**config.mk**
```make
export PLATFORM = sky130hd
export DESIGN_NAME = alu_flags_stage
export DESIGN_NICKNAME = d
export VERILOG_FILES = /design/src/rtl/alu_flags_stage_pkg.sv /design/src/rtl/alu_flags_stage_skid_fifo2.sv /design/src/rtl/alu_flags_stage.sv
export SDC_FILE = /design/constraint.sdc
export NUM_CORES = 1
export LEC_CHECK = 0
export BUFFER_PORTS_ARGS = -buffer_cell sky130_fd_sc_hd__buf_2
export CORE_ASPECT_RATIO = 0.7
export CORE_UTILIZATION = 45
export DETAILED_ROUTE_END_ITERATION = 7
export GPL_ROUTABILITY_DRIVEN = 0
export PLACE_DENSITY = 0.75
export SETUP_SLACK_MARGIN = 0.4
export SLEW_MARGIN = 10
export SYNTH_ARGS = -nofsm -noshare
export SYNTH_HDL_FRONTEND = slang
export SYNTH_HIERARCHICAL = 1
export SYNTH_SLANG_ARGS = --single-unit
export TNS_END_PERCENT = 1
```
**constraint.sdc**
```tcl
create_clock -name clk -period 3 [get_ports clk]
set_input_delay 0.3 -clock clk [delete_from_list [all_inputs] [get_ports clk]]
set_output_delay 0.3 -clock clk [all_outputs]
set_load 0.05 [all_outputs]
```
**src/rtl/alu_flags_stage_pkg.sv**
```systemverilog
// Shared ALU definitions: op encodings, condition codes, status bit layout.
package alu_flags_stage_pkg;

    // ALU operation encodings used by the execute stage feeding this block.
    typedef enum logic [3:0] {
        OpAdd = 4'd0,
        OpSub = 4'd1,
        OpAnd = 4'd2,
        OpOr  = 4'd3,
        OpXor = 4'd4,
        OpMov = 4'd5
    } alu_op_e;

    // Status register bit positions.
    localparam int unsigned STATUS_C = 0;
    localparam int unsigned STATUS_Z = 1;
    localparam int unsigned STATUS_N = 2;
    localparam int unsigned STATUS_W = 3;

    // Condition codes; every encoding from COND_NV upwards never passes.
    localparam logic [3:0] COND_AL = 4'd0;
    localparam logic [3:0] COND_EQ = 4'd1;
    localparam logic [3:0] COND_NE = 4'd2;
    localparam logic [3:0] COND_CS = 4'd3;
    localparam logic [3:0] COND_CC = 4'd4;
    localparam logic [3:0] COND_MI = 4'd5;
    localparam logic [3:0] COND_PL = 4'd6;
    localparam logic [3:0] COND_HI = 4'd7;
    localparam logic [3:0] COND_LS = 4'd8;
    localparam logic [3:0] COND_NV = 4'd9;

    // Evaluate a condition code against the current status bits.
    function automatic logic cond_pass(input logic [3:0]          cond,
                                       input logic [STATUS_W-1:0] st);
        logic c, z, n;
        c = st[STATUS_C];
        z = st[STATUS_Z];
        n = st[STATUS_N];
        case (cond)
            COND_AL: cond_pass = 1'b1;
            COND_EQ: cond_pass = z;
            COND_NE: cond_pass = !z;
            COND_CS: cond_pass = c;
            COND_CC: cond_pass = !c;
            COND_MI: cond_pass = n;
            COND_PL: cond_pass = !n;
            COND_HI: cond_pass = c & !z;
            COND_LS: cond_pass = !c | z;
            default: cond_pass = 1'b0;
        endcase
    endfunction

endpackage

```
**src/rtl/alu_flags_stage_skid_fifo2.sv**
```systemverilog
// Two-entry FIFO with registered count; full depends only on state, so the
// upstream ready never combinationally depends on the downstream ready.
module skid_fifo2 #(
    parameter int unsigned DW = 33
) (
    input  logic          clk_i,
    input  logic          rst_ni,
    input  logic          push_i,
    input  logic [DW-1:0] data_i,
    output logic          full_o,
    input  logic          pop_i,
    output logic          valid_o,
    output logic [DW-1:0] data_o
);

    logic [DW-1:0] mem_q [2];
    logic          wr_ptr_q;
    logic          rd_ptr_q;
    logic [1:0]    count_q;
    logic [1:0]    count_d;
    logic          push_ok;
    logic          pop_ok;

    assign full_o  = (count_q == 2'd2);
    assign valid_o = (count_q != 2'd0);
    assign data_o  = mem_q[rd_ptr_q];
    assign push_ok = push_i && !full_o;
    assign pop_ok  = pop_i && valid_o;

    // Occupancy: a simultaneous push and pop leaves it unchanged.
    always_comb begin
        count_d = count_q;
        unique case ({push_ok, pop_ok})
            2'b10:   count_d = count_q + 2'd1;
            2'b01:   count_d = count_q - 2'd1;
            default: count_d = count_q;
        endcase
    end

    // Storage, pointers and count; pointers are 1 bit and wrap modulo 2.
    always_ff @(posedge clk_i or negedge rst_ni) begin
        if (!rst_ni) begin
            for (int i = 0; i < 2; i++) begin
                mem_q[i] <= '0;
            end
            wr_ptr_q <= 1'b0;
            rd_ptr_q <= 1'b0;
            count_q  <= 2'd0;
        end else begin
            if (push_ok) begin
                mem_q[wr_ptr_q] <= data_i;
                wr_ptr_q        <= ~wr_ptr_q;
            end
            if (pop_ok) begin
                rd_ptr_q <= ~rd_ptr_q;
            end
            count_q <= count_d;
        end
    end

endmodule

```
**src/rtl/alu_flags_stage.sv**
```systemverilog
// ALU writeback flags stage: evaluates the condition code against the status
// register, updates flags, and buffers {result, pass} for the consumer.
module alu_flags_stage
    import alu_flags_stage_pkg::*;
#(
    parameter int unsigned WIDTH = 32
) (
    input  logic             clk,
    input  logic             rst_n,
    input  logic             in_valid,
    output logic             in_ready,
    input  logic [WIDTH-1:0] in_result,
    input  logic [2:0]       in_status,
    input  logic             in_set_flags,
    input  logic [3:0]       in_cond,
    output logic             out_valid,
    input  logic             out_ready,
    output logic [WIDTH-1:0] out_result,
    output logic             out_write,
    input  logic             flags_we,
    input  logic [2:0]       flags_d,
    output logic [2:0]       flags_q,
    output logic             carry_out
);

    logic [STATUS_W-1:0] status_q;
    logic [STATUS_W-1:0] status_d;
    logic                accept;
    logic                pass;
    logic                fifo_full;
    logic                fifo_valid;
    logic [WIDTH:0]      head;

    assign in_ready  = !fifo_full;
    assign accept    = in_valid && in_ready;
    assign pass      = cond_pass(in_cond, status_q);
    assign flags_q   = status_q;
    assign carry_out = status_q[STATUS_C];

    // Direct writes win over an op's flag update in the same cycle.
    always_comb begin
        status_d = status_q;
        if (flags_we) begin
            status_d = flags_d;
        end else if (accept && pass && in_set_flags) begin
            status_d = in_status;
        end
    end

    // Status register.
    always_ff @(posedge clk or negedge rst_n) begin
        if (!rst_n) begin
            status_q <= '0;
        end else begin
            status_q <= status_d;
        end
    end

    skid_fifo2 #(
        .DW (WIDTH + 1)
    ) u_fifo (
        .clk_i   (clk),
        .rst_ni  (rst_n),
        .push_i  (accept),
        .data_i  ({pass, in_result}),
        .full_o  (fifo_full),
        .pop_i   (out_ready),
        .valid_o (fifo_valid),
        .data_o  (head)
    );

    assign out_valid  = fifo_valid;
    assign out_result = head[WIDTH-1:0];
    // Gate with valid so a popped entry's pass bit never leaks out.
    assign out_write  = fifo_valid && head[WIDTH];

endmodule
```
## Yosys cells after proc, flatten, opt, wreduce, memory -nomap -nowiden

Index checks and enable logic that the tools add are counted.

| word-level totals | value |
|---|---|
| flip-flop bits (word level) | 73 |
| input port bits | 48 |

| cells by class | value |
|---|---|
| add/sub/neg operators | 2 |
| bitwise logic cells | 6 |
| multiplexer cells | 10 |
| equality and inequality tests | 11 |
| order comparisons | 3 |
| reductions and logical operators | 15 |

Operators with widths:

| cell | count |
|---|---|
| $mux W33 | 4 |
| $bwmux W66 | 1 |
| $demux W33 S1 | 1 |
| $eq A4 B3 Y1 const B | 4 |
| $pmux W1 S9 | 1 |
| $eq A4 B2 Y1 const B | 2 |
| $logic_and A1 B1 Y1 | 7 |
| $mux W3 | 2 |
| $reduce_bool A2 Y1 | 3 |
| $eq A2 B2 Y1 const B | 2 |
| $eq A4 B1 Y1 const B | 1 |
| $eq A4 B4 Y1 const B | 1 |
| $ge A2 B2 Y1 const B | 2 |
| $logic_not A1 Y1 | 4 |
| $logic_not A4 Y1 | 1 |
| $not A1 Y2 | 2 |
| $pmux W2 S2 | 1 |
| $add A2 B1 Y2 const B | 1 |
| $eq A2 B1 Y1 const B | 1 |
| $lt A2 B1 Y1 const B | 1 |
| $not A1 Y1 | 2 |
| $sub A2 B1 Y2 const B | 1 |
| $and A1 B1 Y1 | 1 |
| $or A1 B1 Y1 | 1 |

## Longest topological paths before layout

| depth | value |
|---|---|
| word-level depth | 7 |
| depth in mapped cells | 8 |
| gate-level depth less buffers | 8 |

## Cells and area by module

Netlist, hierarchy kept.

Modules (own cells, without submodules):

| module | seq. area each (sq um) | times used | cells an instance | area an instance (sq um) |
|---|---|---|---|---|
| skid_fifo2 | 1751.7 | 1 | 194 | 3071.7 |
| alu_flags_stage | 75.1 | 1 | 38 | 334.1 |

## Worst setup path after synthesis

Ideal clock, no wire load.

| timing | value |
|---|---|
| kind | reg2reg |
| start point | register status_q[1] (netlist: flags_q[1]) |
| end point | register u_fifo/mem_q[32] (netlist bit) |
| path slack | 1234 ps |
| clock period less this slack | 1766 ps |
| stages on the path, launching flop included | 6 |
| library setup time | 125 ps |
| data required time | 2875 ps |
| data arrival time | 1641 ps |
| cell sequence | dfrtp_1 -> and4b_1 -> o21ai_1 -> o2111a_2 -> o21ai_0 -> mux2_2 |

| between the ends | value |
|---|---|
| longest elaborated chain between the ends | 4 |
| elaborated cells on any way between the ends | 5 |
| classes of those cells | mux (2); bitwise (2); reduce/logical (1) |

Ends and longest elaborated chain:

| item | line | text |
|---|---|---|
| from (decl) | alu_flags_stage.sv:26 | `logic [STATUS_W-1:0] status_q;` |
| from (signal assigned) | alu_flags_stage.sv:55 | `status_q <= status_d;` |
| $logic_not A1 Y1 | alu_flags_stage_pkg.sv:42, alu_flags_stage_pkg.sv:47 |  |
| $and A1 B1 Y1 | alu_flags_stage_pkg.sv:47 | `COND_HI: cond_pass = c & !z;` |
| $pmux W1 S9 (*) | alu_flags_stage_pkg.sv:39 | `case (cond)` |
| named net pass | alu_flags_stage.sv:29 | `logic pass;` |
| $bwmux W66 (*) | alu_flags_stage_skid_fifo2.sv:51 | `mem_q[wr_ptr_q] <= data_i;` |
| to (signal, indexed assignment) | alu_flags_stage_skid_fifo2.sv:51 |  |
| to (decl) | alu_flags_stage_skid_fifo2.sv:16 | `logic [DW-1:0] mem_q [2];` |

The timed path passes the listed nets; every way through them passes the cells marked *.
A chain may end at the register's enable or synchronous reset.

## Final worst setup path

| timing | value |
|---|---|
| start point | register u_fifo.rd_ptr_q |
| end point | output port out_result[7] |

| between the ends | value |
|---|---|
| longest elaborated chain between the ends | 4 |

Ends and longest elaborated chain:

| item | line | text |
|---|---|---|
| from (decl) | alu_flags_stage_skid_fifo2.sv:18 | `logic rd_ptr_q;` |
| from (signal assigned) | alu_flags_stage_skid_fifo2.sv:55 | `rd_ptr_q <= ~rd_ptr_q;` |
| $not A1 Y2 (not written as such) | alu_flags_stage_skid_fifo2.sv:26 | `assign data_o = mem_q[rd_ptr_q];` |
| $mux W33 (not written as such) (3 in series) | alu_flags_stage_skid_fifo2.sv:26 |  |
| to (decl) | alu_flags_stage.sv:18 | `output logic [WIDTH-1:0] out_result,` |

No other way between the ends. The select of a mux whose other input is x is not followed.

==> impl_metrics.json <==
{
  "nets": 369,
  "setup_viol": 0,
  "dieArea_um2": 7930,
  "finClkSkew_ns": 0.00654,
  "yosys_warnings": 6,
  "path_class": "reg -> out",
  "cts_sinks": 73,
  "cp_num_buf_inv": 2,
  "syn_inst": 232,
  "maxClockFrequency_mhz": 435,
  "synth_top_area_share_pct": 53.6,
  "start_util_pct": 46.5,
  "cts.clk_slew.worst_paths_ns": 0.07,
  "cts_resized": 0,
  "n_antenna_cell": 0,
  "yosysTopAreaCell": "dfrtp_1",
  "drtIter0Drc": 61,
  "drt_wl_total_mm": 6.68,
  "viasPerCell": 5.14,
  "grt_max_degree": 74,
  "cts_buffer_depth": 2,
  "finalSetupTns_ns": 0,
  "grt_pass1_wl_mm": 10.8,
  "synth.distinct_cells": 39,
  "grt_overflow": 0,
  "io_pins": 87,
  "worstPathRequired_ns": 2.70,
  "cp.arrival_ns": 2.00,
  "path_delay_family": "flip-flops",
  "synth-edff-count": 0,
  "drtPass1Iterations": 4,
  "dp.cells": 407,
  "vias": 2167,
  "slew_headroom_pct": 39.1,
  "die_x_um": 106,
  "worstPathMaxFanout": 21,
  "synthFlopType": "dfrtp_1",
  "multi_input_area_um2": 1460,
  "post_cts_buffers": 0,
  "ys_ff_latch": 73,
  "rsz0062_at_grt": "false",
  "insertion_delay_ns": 0.35,
  "status": "complete, no violations",
  "grt_pass1_vias": 2237,
  "layout-area-overhead-vs-synth_pct": 20.8,
  "avgSynthCellArea_um2": 14.7,
  "finalNonFillerCells": 422,
  "hpwl_mm": 4.59,
  "tightest_slew_ns": 0.913,
  "synth_nets": 281,
  "post-synth-top-count-cell": "mux2_2",
  "reg2reg_from": "u_fifo/count_q[0]",
  "drv_cap": 0,
  "drc_errors": 0,
  "holdWs_ns": 0.0779,
  "finalCritPeriodShare_pct": 76.7,
  "synthTopCellsByCount": "97 x mux2_2, 73 x dfrtp_1, 7 x buf_6, 4 x buf_2, 4 x o21ai_0",
  "placed_cell_area_um2": 3890,
  "grt_antenna_before_repair": 0,
  "fin_crit_ns": 2.30,
  "crit_path_end_kind": "primary output",
  "slew_viol_final": 0,
  "synth_area_um2": 3410,
  "cp_cell_sequence": "buf_12, mux2_2, buf_2",
  "fin_area_um2": 4110,
  "die_h_um": 74.8,
  "cts_tree": "yes",
  "holdBufCountCts": 0,
  "critPathLaunchType": "register",
  "ctsHtreeMaxLevel": 3,
  "synthArstFlopShare_pct": 100,
  "drive_above_1_share_pct": 66.0,
  "port-buffer-count": 86,
  "cpMaxStageDelayCell": "dfrtp_1",
  "ff_latch_area_um2": 1830,
  "startpoint": "u_fifo/rd_ptr_q",
  "cts_inserted_buffers": 9,
  "hp-class": "in -> async",
  "wl_per_cell_um": 15.8,
  "hold_violations": 0,
  "ant_nets": 0,
  "critPathMaxStageDelay_ns": 0.81,
  "rows": 26,
  "synth_seq_area_share_pct": 53.6,
  "clockRootBuffer": "clkbuf_8",
  "coreArea_um2": 7320,
  "nFillCells": 627,
  "synthTopCellsByArea": "dfrtp_1 54%, mux2_2 32%, buf_6 2.3%",
  "track_usage_pct": 18.0
}
[logic make-up after synthesis]
family,after synthesis,synth area share [%]
xor gates and xnor gates,5,1.29
adders and majority gates,1,0.367
DFF,73,53.6
muxes,99,32.7
buffers and inverters,15,3.45
and+or+nand+nor,21,4.52
AOI/OAI and AO/OA,18,4.00
[metrics by stage]
step           setup WS [ns]  util, %
3_3_place_gp            1.01     53.2
3_5_place_dp           0.919     53.2
6_report               0.699     56.2
4_1_cts                0.669     56.2
2_1_floorplan           1.23        -
5_1_grt                0.612     56.2
[flip-flops by register name, summed over array words and instances, names as in the netlist]
register         count
u_fifo/count_q       2
u_fifo/rd_ptr_q      1
u_fifo/wr_ptr_q      1
flags_q              3
u_fifo/mem_q        66
[path summary, 6_finish.rpt]
check / endpoint / slack [ns] / cells after the start
min in group clk: u_fifo/mem_q[37] / 0.19 / 2
min: u_fifo/mem_q[62] / 0.08 / 1
max reg2reg: u_fifo/mem_q[24] / 0.93 / 6
max in group asynchronous: u_fifo/mem_q[15] / 2.33 / 1
max: out_result[7] / 0.70 / 3
min reg2reg: u_fifo/mem_q[50] / 0.50 / 1
[layout make-up]
cell class | count | area share [%]
flip-flops and latches | 73 | 44.4
multi-input cells | 144 | 35.6
repair buffers | 90 | 11.6
clock buffers | 10 | 3.35
well taps | 98 | 2.98
clock inverters | 5 | 1.95
inverters | 2 | 0.183
[cells in the final DEF (no fill, tap or decap), drive strengths merged, types with 2 or more instances in the layout]
cell / n
mux2: 99
buf: 90
dfrtp: 73
clkbuf: 10
o21ai: 5
nor2b: 4
a31oi: 3
a21oi: 3
xnor2: 3
and3: 3
nor2: 2
and2: 2
bufinv: 2
clkinvlp: 2
xor2: 2
nor3b: 2
inv: 2
[metal layers]
layer	global-route usage, %	wire length [µm]	up-vias
met5	0	0	-
met4	7.72	94	0
met3	6.06	399	9
met2	27.6	3020	61
met1	23.9	3170	1088
li1	-	-	1009
Power is not shown: default switching activity piles up to over one toggle a cycle in this logic, so the estimate is an artifact.
